**config.mk**
```make
export PLATFORM = sky130hd
export DESIGN_NAME = rr_arb_mux_flat
export DESIGN_NICKNAME = d
export VERILOG_FILES = /design/src/rtl/rr_arb_mux_pkg.sv /design/src/rtl/rr_arb_mux_if.sv /design/src/rtl/rr_arbiter.sv /design/src/rtl/rr_arb_mux.sv /design/src/flat_wrapper.sv
export SDC_FILE = /design/constraint.sdc
export NUM_CORES = 1
export LEC_CHECK = 0
export CORE_AREA = 2 2 56 58
export CTS_CLUSTER_DIAMETER = 60
export CTS_CLUSTER_SIZE = 24
export DETAILED_ROUTE_END_ITERATION = 6
export DIE_AREA = 0 0 58 60
export PLACE_DENSITY = 0.84
export SETUP_SLACK_MARGIN = 0.4
export SLEW_MARGIN = 20
export SYNTH_ARGS = -nofsm -noshare
export SYNTH_HDL_FRONTEND = slang
export SYNTH_HIERARCHICAL = 1
export SYNTH_SLANG_ARGS = --single-unit
```
**constraint.sdc**
```tcl
create_clock -name clk -period 12 [get_ports clk]
set_input_delay 3.6 -clock clk [delete_from_list [all_inputs] [get_ports clk]]
set_output_delay 3.6 -clock clk [all_outputs]
set_load 0.05 [all_outputs]
```
**src/rtl/rr_arb_mux_pkg.sv**
```systemverilog
// Shared types and helpers for the round-robin arbitrating mux.
package rr_arb_mux_pkg;

  typedef enum logic {
    ARB_FIXED = 1'b0,
    ARB_RR    = 1'b1
  } arb_mode_e;

  // Channel-index width: clog2(n), never narrower than one bit.
  function automatic int chw_f(input int n);
    int w;
    w = $clog2(n);
    if (w < 1) begin
      w = 1;
    end else begin
      w = w;
    end
    return w;
  endfunction

endpackage

```
**src/rtl/rr_arb_mux_if.sv**
```systemverilog
// Bundles the per-channel input handshake and the registered output port.
interface rr_arb_mux_if
  import rr_arb_mux_pkg::*;
#(
  parameter int WIDTH = 8,
  parameter int NCH   = 4
);
  localparam int CHW = chw_f(NCH);

  arb_mode_e              mode;
  logic [NCH-1:0]         in_valid;
  logic [NCH*WIDTH-1:0]   in_data;
  logic [NCH-1:0]         in_ready;
  logic                   out_valid;
  logic [WIDTH-1:0]       out_data;
  logic [CHW-1:0]         out_ch;
  logic                   out_ready;

  modport master (
    output mode, in_valid, in_data, out_ready,
    input  in_ready, out_valid, out_data, out_ch
  );

  modport slave (
    input  mode, in_valid, in_data, out_ready,
    output in_ready, out_valid, out_data, out_ch
  );

endinterface

```
**src/rtl/rr_arbiter.sv**
```systemverilog
// One-hot grant: scan requests starting at 0 (fixed) or at ptr (round-robin), wrapping.
module rr_arbiter
  import rr_arb_mux_pkg::*;
#(
  parameter int  NCH = 4,
  localparam int CHW = chw_f(NCH)
) (
  input  logic [NCH-1:0] req,
  input  logic [CHW-1:0] ptr,
  input  arb_mode_e      mode,
  output logic [NCH-1:0] gnt,
  output logic [CHW-1:0] gnt_idx
);

  logic [CHW-1:0] start_s;
  logic [CHW-1:0] cand_s;
  logic           found_s;

  function automatic logic [CHW-1:0] rot_f(input logic [CHW-1:0] base, input int k);
    int s;
    s = int'(base) + k;
    if (s >= NCH) begin
      s = s - NCH;
    end else begin
      s = s;
    end
    return CHW'(s);
  endfunction

  // Choose the scan origin from the arbitration mode.
  always_comb begin
    start_s = {CHW{1'b0}};
    case (mode)
      ARB_RR:    start_s = ptr;
      ARB_FIXED: start_s = {CHW{1'b0}};
      default:   start_s = {CHW{1'b0}};
    endcase
  end

  // First requesting channel in scan order wins.
  always_comb begin
    gnt     = {NCH{1'b0}};
    gnt_idx = {CHW{1'b0}};
    found_s = 1'b0;
    cand_s  = {CHW{1'b0}};
    for (int k = 0; k < NCH; k++) begin
      cand_s = rot_f(start_s, k);
      if (!found_s && req[cand_s]) begin
        gnt[cand_s] = 1'b1;
        gnt_idx     = cand_s;
        found_s     = 1'b1;
      end else begin
        found_s = found_s;
      end
    end
  end

endmodule

```
**src/rtl/rr_arb_mux.sv**
```systemverilog
// Arbitrating N:1 mux with a single registered output stage and a round-robin pointer.
module rr_arb_mux
  import rr_arb_mux_pkg::*;
#(
  parameter int WIDTH = 8,
  parameter int NCH   = 4
) (
  input logic        clk,
  input logic        rst,
  rr_arb_mux_if.slave bus
);

  localparam int CHW = chw_f(NCH);

  logic [CHW-1:0]   ptr_r;
  logic [CHW-1:0]   ptr_next_s;
  logic [CHW-1:0]   gnt_idx_s;
  logic [NCH-1:0]   gnt_s;
  logic [NCH-1:0]   in_ready_s;
  logic             free_s;
  logic             take_s;
  logic [WIDTH-1:0] sel_data_s;
  logic             out_valid_r;
  logic [WIDTH-1:0] out_data_r;
  logic [CHW-1:0]   out_ch_r;

  rr_arbiter #(.NCH(NCH)) u_arb (
    .req     (bus.in_valid),
    .ptr     (ptr_r),
    .mode    (bus.mode),
    .gnt     (gnt_s),
    .gnt_idx (gnt_idx_s)
  );

  // Grant is exposed only when the output stage can take a word and not in reset.
  always_comb begin
    free_s = !out_valid_r || bus.out_ready;
    if (!rst && free_s) begin
      in_ready_s = gnt_s;
    end else begin
      in_ready_s = {NCH{1'b0}};
    end
    take_s     = |in_ready_s;
    sel_data_s = bus.in_data[int'(gnt_idx_s)*WIDTH +: WIDTH];
    if (gnt_idx_s == CHW'(NCH-1)) begin
      ptr_next_s = {CHW{1'b0}};
    end else begin
      ptr_next_s = gnt_idx_s + CHW'(1);
    end
  end

  // Output register and pointer; a full stage that is being drained reloads in the same cycle.
  always_ff @(posedge clk) begin
    if (rst) begin
      out_valid_r <= 1'b0;
      out_data_r  <= {WIDTH{1'b0}};
      out_ch_r    <= {CHW{1'b0}};
      ptr_r       <= {CHW{1'b0}};
    end else if (free_s) begin
      out_valid_r <= take_s;
      if (take_s) begin
        out_data_r <= sel_data_s;
        out_ch_r   <= gnt_idx_s;
        ptr_r      <= ptr_next_s;
      end
    end
  end

  assign bus.in_ready  = in_ready_s;
  assign bus.out_valid = out_valid_r;
  assign bus.out_data  = out_data_r;
  assign bus.out_ch    = out_ch_r;

endmodule
```
**src/flat_wrapper.sv**
```systemverilog
// flat-port wrapper written by rule: the top's interface ports become plain ports
module rr_arb_mux_flat import rr_arb_mux_pkg::*;
#(
  parameter int WIDTH = 8,
  parameter int NCH   = 4
)
  (clk, rst, bus_mode, bus_in_valid, bus_in_data, bus_out_ready, bus_in_ready, bus_out_valid, bus_out_data, bus_out_ch);
  rr_arb_mux_if #(.WIDTH(WIDTH), .NCH(NCH)) bus_i ();
  input logic clk;
  input logic rst;
  input wire logic [$bits(bus_i.mode)-1:0] bus_mode;
  input wire logic [$bits(bus_i.in_valid)-1:0] bus_in_valid;
  input wire logic [$bits(bus_i.in_data)-1:0] bus_in_data;
  input wire logic [$bits(bus_i.out_ready)-1:0] bus_out_ready;
  output wire logic [$bits(bus_i.in_ready)-1:0] bus_in_ready;
  output wire logic [$bits(bus_i.out_valid)-1:0] bus_out_valid;
  output wire logic [$bits(bus_i.out_data)-1:0] bus_out_data;
  output wire logic [$bits(bus_i.out_ch)-1:0] bus_out_ch;
  assign bus_i.mode = bus_mode;
  assign bus_i.in_valid = bus_in_valid;
  assign bus_i.in_data = bus_in_data;
  assign bus_i.out_ready = bus_out_ready;
  assign bus_in_ready = bus_i.in_ready;
  assign bus_out_valid = bus_i.out_valid;
  assign bus_out_data = bus_i.out_data;
  assign bus_out_ch = bus_i.out_ch;
  rr_arb_mux #(.WIDTH(WIDTH), .NCH(NCH)) u_core (.clk(clk), .rst(rst), .bus(bus_i));
endmodule
```
==> impl_metrics.tcl <==
set metrics [dict create \
    r2r_start "u_core/ptr_r[1]" \
    drc 0 \
    synth_nets 191 \
    drive_above_1_share_pct 11.05 \
    ctsResizeCount 0 \
    min_to "u_core/bus.out_ch[0]" \
    setup-tns-final_ns 0 \
    die_h_um 60 \
    rsz0062_at_grt "no" \
    synth-xor-area-share_pct 0 \
    max_stage_delay_ns 0.83 \
    cts.sinks 13 \
    power_density_nw_per_um2 136.8 \
    clkTransAtPathRegs_ns 0.08 \
    synth_mux_area_share_pct 18.82 \
    hp-class "reg -> reg" \
    hold_buffers 0 \
    htree_levels 1 \
    ant_nets 0 \
    wirelength_mm 3.667 \
    start_kind "input port" \
    numPortBuffers 54 \
    synth_compound_gate_area_share_pct 24.73 \
    viasPerCell 6.435 \
    maxSlewHeadroom_pct 27.82 \
    hold_violations 0 \
    dp_hpwl_mm 2.845 \
    grt_max_degree 25 \
    antenna_found_initial 0 \
    leakage_uw 0.0007007 \
    synth-seq-cells 13 \
    drt_iter0_drc 72 \
    postSynthAreaPerCell_um2 8.896 \
    path_delay_family "buffers and inverters" \
    skew_ns 0.002179 \
    fillers 246 \
    row_count 20 \
    dpl_worst_slack_ns 1.230 \
    die_area_um2 3480 \
    hold_start "u_core/bus.out_ch[0]" \
    cts_buffer_depth 2 \
    whs_path_depth 2 \
    cpMostUsedCell "clkdlybuf4s50_1" \
    worstReg2RegEnd "u_core/bus.out_data[1]" \
    cts_tree "yes" \
    wl_per_cell_um 16.44 \
    cts_made_buffers 3 \
    die_x_um 58 \
    worst_slew_pin_slew_ns 1.071 \
    synthArstFlopShare_pct 0 \
    fin_cells 223 \
    layout_commonest_cell "clkdlybuf4s50_1" \
    antennaDiodeCount 0 \
    ir_drop_mv 0.09516 \
    synth_edf_count 0 \
    max_freq_ghz 0.09140 \
    drv_slew 0 \
    core_um2 2903 \
    grt.total_usage_pct 22.40 \
    dp_cells 219 \
    synth_cells 145 \
    path_cells "clkdlybuf4s50_1 -> nand2_1 -> ha_1 -> mux2_2 -> o32ai_1 -> a221oi_1 -> o2bb2ai_1 -> and3_1 -> clkdlybuf4s50_1" \
    cp_max_fo 10 \
    critPathSlowestCell "clkdlybuf4s50_1" \
    ys_warn_count 6 \
    cts_setup_buffers 0 \
    fin_crit_sh_pct 91.18 \
    clk_latency_ns 0.27 \
    yosys.area_share.simple_pct 22.21 \
    outcome "finished clean" \
    grt_pass1_wl_mm 6.016 \
    rr_worst_depth 8 \
    clock-root-buffer "clkbuf_4" \
    fin_crit_ns 10.94 \
    synth_cell_types 42 \
    drtPass1Iterations 4 \
    grt_pass1_vias 1303 \
    num_vias 1435 \
    floorplan.initialDensity_pct 44.44 \
    cp-end-kind "output port" \
    num_io_pins 55 \
    gp_congestion 0.8327 \
    synth_top_family_by_area "compound AO/OA/AOI/OAI gates" \
    syn_area_um2 1290 \
    nets 237 \
    worst_slack_ns 1.059 \
    setup_violations 0 \
    timing.hold.ws_ns 0.4821 \
    layout_common_cells "clkdlybuf4s50_1, nand2_1, dfxtp_1, nand4_1, o211ai_1" \
    required_ns 8.40 \
    synth_fa_ha_area_share_pct 5.820 \
    synthFlopType "dfxtp_1" \
    cp_num_buf_inv 2 \
    yosysSeqAreaShare_pct 20.17 \
    gr-total-overflow 0 \
    arrival_ns 7.34 \
    maxCapViolations 0 \
    area_growth_pct 42.39 \
    p_total_uw 251.3 \
    criticalPathCategory "in -> out" \
    rrSetupSlack_ns 8.54 \
]
through the flow:
step	util, %	cell area [um^2]
6_report	63.28	1837
5_1_grt	63.28	1837
4_1_cts	62.97	1828
3_5_place_dp	62.07	1802
3_3_place_gp	62.07	1802
2_1_floorplan	-	1290
synthesized netlist by cell type (2+ instances only):
master,n,share of area (%)
mux4_2,8,14
ha_1,6,5.8
buf_2,2,0.78
nor2b_1,3,1.5
buf_6,3,2.6
o21ai_0,3,1.2
nand3_1,2,0.78
inv_1,3,0.87
dfxtp_1,13,20
o211ai_1,10,5.8
o31ai_1,4,2.3
nand4_1,12,5.8
mux2i_1,4,3.1
clkbuf_1,7,2.0
a221oi_1,4,2.7
a21oi_1,7,2.7
nand2_1,15,4.4
buf_4,2,1.2
nor2_1,7,2.0
o2bb2ai_1,4,2.7
mux2_2,2,1.7
and3_1,4,1.9
logic make-up after synthesis:
group,after synthesis
flops,13
mux,14
simple gates,50
compound gates,43
buf+inv,19
fa+ha+maj,6
state kept, by name (all words and copies together), names as in the netlist:
name                  cells
u_core/bus.out_ch         2
u_core/ptr_r              2
u_core/bus.out_valid      1
u_core/bus.out_data       8
worst min-delay path: cells and delay by family (launching register included):
kind               cells  cell delay (ns)
AOI/OAI and AO/OA      2             0.12
DFF                    1             0.32
power breakdown:
group | total (uW) | switching (uW) | internal [uW] | leakage [uW]
Combinational | 164 | 96.8 | 67.6 | 0.000578
Clock | 26.9 | 14.0 | 12.9 | 0.0000150
Sequential | 59.9 | 7.12 | 52.8 | 0.000107
Total | 251 | 118 | 133 | 0.000701
how the worst max path moves through the flow:
stage / from / endpoint / depth (start not counted)
5_1_grt: bus_mode / bus_in_ready[1] / 9
4_1_cts: bus_mode / bus_in_ready[1] / 9
3_3_place_gp: bus_mode / bus_in_ready[2] / 9
3_5_place_dp: bus_mode / bus_in_ready[1] / 9
6_report: bus_mode / bus_in_ready[1] / 9
2_1_floorplan: bus_mode / bus_in_ready[0] / 9
final cells by class:
type / instances / area (um^2) / share of cell area, %
flip-flops and latches: 13 / 260.3 / 14.17
inverters: 5 / 21.27 / 1.158
multi-input cells: 113 / 939.7 / 51.16
repair buffers: 55 / 548.0 / 29.84
clock buffers: 4 / 26.28 / 1.431
well taps: 33 / 41.29 / 2.248
per-layer routing:
metal  vias to the layer above  global-route usage (%)  routed length (um)
li1                        671                       -                   -
met1                       683                   26.13                1411
met2                        75                   40.58                1889
met3                         6                   4.113                 327
met4                         0                   8.638                  38
met5                         -                       0                   0
Note: power is estimated with default switching activity, not from simulation.
